[config.mk]
export PLATFORM = sky130hd
export DESIGN_NAME = axi_sram_slave
export DESIGN_NICKNAME = d
export VERILOG_FILES = /design/src/rtl/axi_sram_slave.sv
export SDC_FILE = /design/constraint.sdc
export NUM_CORES = 1
export LEC_CHECK = 0
export ABC_AREA = 1
export ABC_CLOCK_PERIOD_IN_PS = 1800
export CELL_PAD_IN_SITES_DETAIL_PLACEMENT = 2
export CELL_PAD_IN_SITES_GLOBAL_PLACEMENT = 2
export CORE_ASPECT_RATIO = 1.2
export CORE_UTILIZATION = 17
export CTS_CLUSTER_DIAMETER = 60
export CTS_CLUSTER_SIZE = 28
export DETAILED_ROUTE_END_ITERATION = 12
export HOLD_SLACK_MARGIN = 0.03
export PLACE_DENSITY_LB_ADDON = 0.08
export SLEW_MARGIN = 20
export SYNTH_ARGS = -nofsm -noshare
export SYNTH_HDL_FRONTEND = slang
export SYNTH_SLANG_ARGS = --single-unit
[constraint.sdc]
create_clock -name clk -period 1.8 [get_ports clk]
set_input_delay 0.54 -clock clk [delete_from_list [all_inputs] [get_ports clk]]
set_output_delay 0.54 -clock clk [all_outputs]
set_load 0.005 [all_outputs]
[src/rtl/axi_sram_slave.sv]
`timescale 1ns/1ps
// AXI4 responder fronting one single-port word SRAM; one transaction at a time,
// INCR/FIXED bursts of 1-16 beats (WRAP behaves as INCR), every beat is 4 bytes.
// Latency: AR handshake to first RVALID is 3 cycles, 3 cycles per later read beat;
// each accepted W beat is written to the SRAM in the same cycle.
// Backpressure: R outputs hold while RREADY is low, B holds until BREADY;
// ARREADY/AWREADY are low outside IDLE, and AW wins over AR in IDLE.
//
// Ports:
//   clk, rst            clock, asynchronous active-low reset
//   ar*_i / arready_o   read address channel
//   r*_o / rready_i     read data channel
//   aw*_i / awready_o   write address channel
//   w*_i / wready_o     write data channel
//   b*_o / bready_i     write response channel
//   mem_*_o, mem_rdata_i  SRAM macro port (read data valid the cycle after the access)
module axi_sram_slave #(
   parameter int ID_W   = 8,
   parameter int ADDR_W = 32,
   parameter int DATA_W = 32,
   parameter int LEN_W  = 4,
   parameter int MEM_AW = 14
) (
   input  logic              clk,
   input  logic              rst,
   // read address
   input  logic [ID_W-1:0]   arid_i,
   input  logic [ADDR_W-1:0] araddr_i,
   input  logic [LEN_W-1:0]  arlen_i,
   input  logic [2:0]        arsize_i,
   input  logic [1:0]        arburst_i,
   input  logic              arvalid_i,
   output logic              arready_o,
   // read data
   output logic [ID_W-1:0]   rid_o,
   output logic [DATA_W-1:0] rdata_o,
   output logic [1:0]        rresp_o,
   output logic              rlast_o,
   output logic              rvalid_o,
   input  logic              rready_i,
   // write address
   input  logic [ID_W-1:0]   awid_i,
   input  logic [ADDR_W-1:0] awaddr_i,
   input  logic [LEN_W-1:0]  awlen_i,
   input  logic [2:0]        awsize_i,
   input  logic [1:0]        awburst_i,
   input  logic              awvalid_i,
   output logic              awready_o,
   // write data
   input  logic [DATA_W-1:0] wdata_i,
   input  logic [3:0]        wstrb_i,
   input  logic              wlast_i,
   input  logic              wvalid_i,
   output logic              wready_o,
   // write response
   output logic [ID_W-1:0]   bid_o,
   output logic [1:0]        bresp_o,
   output logic              bvalid_o,
   input  logic              bready_i,
   // SRAM
   output logic              mem_cs_o,
   output logic              mem_we_o,
   output logic [3:0]        mem_wstrb_o,
   output logic [MEM_AW-1:0] mem_addr_o,
   output logic [DATA_W-1:0] mem_wdata_o,
   input  logic [DATA_W-1:0] mem_rdata_i
);

   typedef enum logic [2:0] {
      IDLE    = 3'd0,
      RD_REQ  = 3'd1,
      RD_CAP  = 3'd2,
      RD_DATA = 3'd3,
      WR_DATA = 3'd4,
      WR_RESP = 3'd5
   } state_t;

   localparam logic [1:0] RESP_OKAY   = 2'b00;
   localparam logic [1:0] RESP_SLVERR = 2'b10;
   localparam logic [1:0] BURST_FIXED = 2'b00;

   state_t              state_q;
   logic                awready_q;
   logic                rvalid_q;
   logic                wready_q;
   logic                bvalid_q;
   logic [ID_W-1:0]     id_q;
   logic [MEM_AW-1:0]   addr_q;
   logic [MEM_AW-1:0]   addr_d;
   logic [LEN_W-1:0]    len_q;
   logic [LEN_W-1:0]    beat_q;
   logic [LEN_W-1:0]    beat_d;
   logic                fixed_q;
   logic [DATA_W-1:0]   rdata_q;
   logic [1:0]          bresp_q;
   logic                last_beat;
   logic                w_hs;

   // Size, byte offset, upper address bits and the WRAP bit carry no meaning here.
   logic unused_inputs;
   assign unused_inputs = ^{arsize_i, awsize_i, arburst_i[1], awburst_i[1],
                            araddr_i[1:0], awaddr_i[1:0],
                            araddr_i[ADDR_W-1:MEM_AW+2], awaddr_i[ADDR_W-1:MEM_AW+2]};

   // Next beat address: FIXED stays put, INCR rolls over at the top of the SRAM.
   always_comb begin
      addr_d = fixed_q ? addr_q : addr_q + MEM_AW'(1);
      beat_d = beat_q + LEN_W'(1);
   end

   assign last_beat = (beat_q == len_q);
   assign w_hs      = wready_q & wvalid_i;

   // awready_q doubles as "in IDLE and out of reset for at least one edge", so
   // every READY output is low while reset is asserted.
   always_ff @(posedge clk or negedge rst) begin
      if (!rst) begin
         state_q   <= IDLE;
         awready_q <= 1'b0;
         rvalid_q  <= 1'b0;
         wready_q  <= 1'b0;
         bvalid_q  <= 1'b0;
         id_q      <= '0;
         addr_q    <= '0;
         len_q     <= '0;
         beat_q    <= '0;
         fixed_q   <= 1'b0;
         rdata_q   <= '0;
         bresp_q   <= RESP_OKAY;
      end else begin
         case (state_q)
            IDLE: begin
               if (awready_q && awvalid_i) begin
                  id_q      <= awid_i;
                  addr_q    <= awaddr_i[MEM_AW+1:2];
                  len_q     <= awlen_i;
                  fixed_q   <= (awburst_i == BURST_FIXED);
                  beat_q    <= '0;
                  awready_q <= 1'b0;
                  wready_q  <= 1'b1;
                  state_q   <= WR_DATA;
               end else if (awready_q && arvalid_i) begin
                  id_q      <= arid_i;
                  addr_q    <= araddr_i[MEM_AW+1:2];
                  len_q     <= arlen_i;
                  fixed_q   <= (arburst_i == BURST_FIXED);
                  beat_q    <= '0;
                  awready_q <= 1'b0;
                  state_q   <= RD_REQ;
               end else begin
                  awready_q <= 1'b1;
               end
            end
            RD_REQ: begin
               state_q <= RD_CAP;
            end
            RD_CAP: begin
               rdata_q  <= mem_rdata_i;
               rvalid_q <= 1'b1;
               state_q  <= RD_DATA;
            end
            RD_DATA: begin
               if (rready_i) begin
                  rvalid_q <= 1'b0;
                  if (last_beat) begin
                     awready_q <= 1'b1;
                     state_q   <= IDLE;
                  end else begin
                     beat_q  <= beat_d;
                     addr_q  <= addr_d;
                     state_q <= RD_REQ;
                  end
               end
            end
            WR_DATA: begin
               if (wvalid_i) begin
                  addr_q <= addr_d;
                  if (wlast_i || last_beat) begin
                     // OKAY only when WLAST and the final beat coincide.
                     bresp_q  <= (wlast_i && last_beat) ? RESP_OKAY : RESP_SLVERR;
                     wready_q <= 1'b0;
                     bvalid_q <= 1'b1;
                     state_q  <= WR_RESP;
                  end else begin
                     beat_q <= beat_d;
                  end
               end
            end
            WR_RESP: begin
               if (bready_i) begin
                  bvalid_q  <= 1'b0;
                  awready_q <= 1'b1;
                  state_q   <= IDLE;
               end
            end
            default: begin
               awready_q <= 1'b0;
               rvalid_q  <= 1'b0;
               wready_q  <= 1'b0;
               bvalid_q  <= 1'b0;
               state_q   <= IDLE;
            end
         endcase
      end
   end

   assign awready_o = awready_q;
   assign arready_o = awready_q & ~awvalid_i;

   assign rvalid_o  = rvalid_q;
   assign rdata_o   = rdata_q;
   assign rid_o     = id_q;
   assign rresp_o   = RESP_OKAY;
   assign rlast_o   = rvalid_q & last_beat;

   assign wready_o  = wready_q;

   assign bvalid_o  = bvalid_q;
   assign bid_o     = id_q;
   assign bresp_o   = bresp_q;

   // Reads are issued from RD_REQ; writes go straight through on the W handshake.
   assign mem_cs_o    = (state_q == RD_REQ) | w_hs;
   assign mem_we_o    = w_hs;
   assign mem_wstrb_o = w_hs ? wstrb_i : 4'b0000;
   assign mem_addr_o  = addr_q;
   assign mem_wdata_o = w_hs ? wdata_i : '0;

endmodule

==> results.py <==
metrics = {
    "synthesis": {
        "synth_area_mm2": 0.004165,
        "async_flop_share_pct": 100.0,
        "yosysSeqAreaShare_pct": 42.66,
        "synth_seq_cells": 71,
        "synth_edf_count": 0,
        "synth_flop_cell": "dfrtp_1",
        "syn_area_per_cell_um2": 6.697,
        "syn_inst": 622,
        "yosys_warnings": 0,
        "post_synth_num_cell_types": 29,
    },
    "worst_setup_path": {
        "crit_chain": "clkdlybuf4s15_2, nand2_4, buf_16, buf_16, nor2_1, buf_2",
        "reg2regPathDepth": 10,
        "slowest_delay_ns": 0.21,
        "crit_top_cell": "buf_16",
        "path_class": "input port to output pin",
        "worst_r2r_endpoint": "state_q[0]",
        "crit_required_ns": 1.26,
        "cp-end-kind": "output pin",
        "crit_slowest_cell": "clkdlybuf4s15_2",
        "cp.arrival_ns": 1.42,
        "crit_buf_inv": 4,
        "path_max_fanout": 8,
        "rr_startpoint": "state_q[2]",
        "rrSetupSlack_ns": 0.20,
        "critical_path.top_delay_family": "buffers and inverters",
        "start_kind": "input port",
    },
    "clock_tree": {
        "clock_latency_ns": 0.35,
        "cts_hold_buf": 0,
        "clock_sinks": 71,
        "cts-root-buf": "clkbuf_16",
        "numCtsBuffers": 9,
        "clock_path_buffers": 2,
        "path_clk_slew_ns": 0.07,
        "cts_max_level": 3,
        "cts_tree": "yes",
    },
    "drt": {
        "vias_per_cell": 4.083,
        "wl_met3_mm": 1.309,
        "dr_total_vias": 5046,
        "met2RoutedLength_mm": 10.09,
        "drt_pass1_iterations": 4,
        "routed.top_layer": "met4",
        "drt_wl_total_mm": 19.16,
        "ant_nets": 0,
        "wl_met1_mm": 7.569,
        "drc": 0,
        "wl_per_cell_um": 15.50,
        "drt_iter0_drc": 66,
    },
    "floorplanning": {
        "dieArea_mm2": 0.02513,
        "die_w_um": 144.9,
        "core_area_mm2": 0.02397,
        "start_util_pct": 17.38,
        "die_y_um": 173.5,
        "ios": 284,
        "rows": 62,
    },
    "sta": {
        "setup_viol": 28,
        "fin_skew_ns": 0.01028,
        "final_hold_viol_count": 0,
        "whs_ns": 0.09756,
        "finalCriticalPeriod_ns": 1.960,
        "drv_slew": 0,
        "rsz0062_at_grt": "true",
        "setup_tns_ns": -2.548,
        "timing.final.crit_share_pct": 108.9,
        "fmax_mhz": 510.2,
        "fin_ws_ns": -0.1599,
    },
    "power": {
        "leakage_nw": 4.222,
        "power.total_mw": 11.49,
        "ir_worst_vdd_mv": 0.6328,
        "powerDensity_mw_per_mm2": 1446,
    },
    "min_path": {
        "hold_path.class": "input port to asynchronous set/reset pin",
    },
    "run_status": {
        "violations": "negative setup slack",
        "status": "complete, but fails checks",
    },
    "global_routing": {
        "gr-usage-all-layers_pct": 14.98,
        "grt_pass1_vias": 5495,
        "antenna_found_initial": 0,
        "grt_overflow": 0,
        "grt_pass1_wl_mm": 28.87,
        "grt_max_degree": 33,
    },
    "cells_and_area": {
        "nets": 1087,
        "final_core_util_pct": 33.17,
        "antenna_cells": 0,
        "nFillCells": 2776,
        "area_growth_pct": 90.87,
        "drive_gt1_share_pct": 22.38,
    },
    "placed_design": {
        "io_buffers": 238,
        "place.gp.congestion": 0.7769,
        "dp_hpwl_mm": 14.14,
    },
    "run": {
        "maxCapViolCount": 0,
    },
}
[worst max path at each step]
stage | start | endpoint | slack [ns] | depth (start not counted)
after floorplan | wvalid_i | mem_cs_o | 0.0003 | 4
after global placement | wvalid_i | mem_wdata_o[10] | -0.64 | 5
after detailed placement | wvalid_i | mem_wdata_o[11] | -0.71 | 5
after CTS | len_q[3] | rlast_o | -0.17 | 7
after global routing | wready_o | mem_wdata_o[31] | -0.22 | 5
final | wvalid_i | mem_wdata_o[31] | -0.16 | 6
[flip-flops by register name, indices dropped and copies added, names as in the netlist]
signal	flops
rvalid_o	1
bresp_o	1
awready_o	1
bvalid_o	1
len_q	4
wready_o	1
rdata_o	32
beat_q	4
fixed_q	1
state_q	3
bid_o	8
mem_addr_o	14
[repair_timing]
item | in CTS | in global routing
gates cloned | 2 | 3
setup buffers | 23 | 4
endpoints found under the setup margin | 76 | 83
gates resized for setup | 210 | 109
pin swaps | 17 | 14
[power by group]
part	switching (mW)	internal, mW	total [mW]	leakage, nW
clock	0.792	0.942	1.73	0.129
combinational	3.53	3.36	6.89	3.23
sequential	0.476	2.39	2.87	0.863
[cells by family after synthesis]
family                   Yosys count  share of synthesized area, %
AND/OR/NAND/NOR                  392                         37.88
buffers and inverters            108                         11.29
flip-flops                        71                         42.66
AO/OA/AOI/OAI                     42                         6.218
XOR/XNOR                           6                         1.262
adder cells (fa/ha/maj)            2                        0.6007
other                              1                       0.09003
[layer usage]
| layer | vias up | GRT usage [%] |
|---|---|---|
| li1 | 2459 | - |
| met1 | 2436 | 16.74 |
| met2 | 137 | 27.12 |
| met3 | 14 | 4.392 |
| met4 | 0 | 3.991 |
| met5 | - | 0 |
[stage by stage]
step           std cells  setup WS (ns)  cell area [um^2]
6_report            1236        -0.1599              7950
5_1_grt             1236        -0.2190              7950
4_1_cts             1229        -0.1708              7527
3_5_place_dp        1188        -0.7112              7136
3_3_place_gp        1188        -0.6420              7136
2_1_floorplan        624      0.0002816              4173
[Yosys cell counts (all sizes together), types with 3 or more instances]
cell	number	area (um^2)
a21oi	3	26.28
a31oi	13	81.33
buf	25	158.9
clkbuf	9	33.78
dfrtp	71	1777
inv	74	277.8
nand2	268	1008
nand3	30	162.7
nand4	4	25.02
nor2	82	332.8
o211ai	6	45.04
o21ai	19	98.85
or2	7	43.79
xnor2	5	43.79
[cell type report]
type	instances	area, um^2	share of cell area [%]
clock buffers	10	229.0	2.880
clock inverters	6	46.29	0.5823
inverters	74	280.3	3.525
multi-input cells	445	2202	27.70
flip-flops and latches	71	1784	22.44
well taps	320	400.4	5.036
repair buffers	310	3008	37.83
[cell usage in the layout (no fill, tap or decap), drive strengths merged]
cell type      instances
xnor2                  5
dlygate4sd2           19
nor2                  82
a31oi                 13
clkdlybuf4s15          1
clkdlybuf4s50        145
conb                   3
a22oi                  1
ha                     2
nand4                  4
nor3                   1
inv                   75
clkinvlp               2
clkbuf                12
o211ai                 6
o21ai                 19
dfrtp                 71
clkinv                 3
nand3                 30
buf                  110
xor2                   1
a21oi                  3
dlymetal6s2s          33
nand2                268
or2                    7
Note: power is estimated with default switching activity, not from simulation.
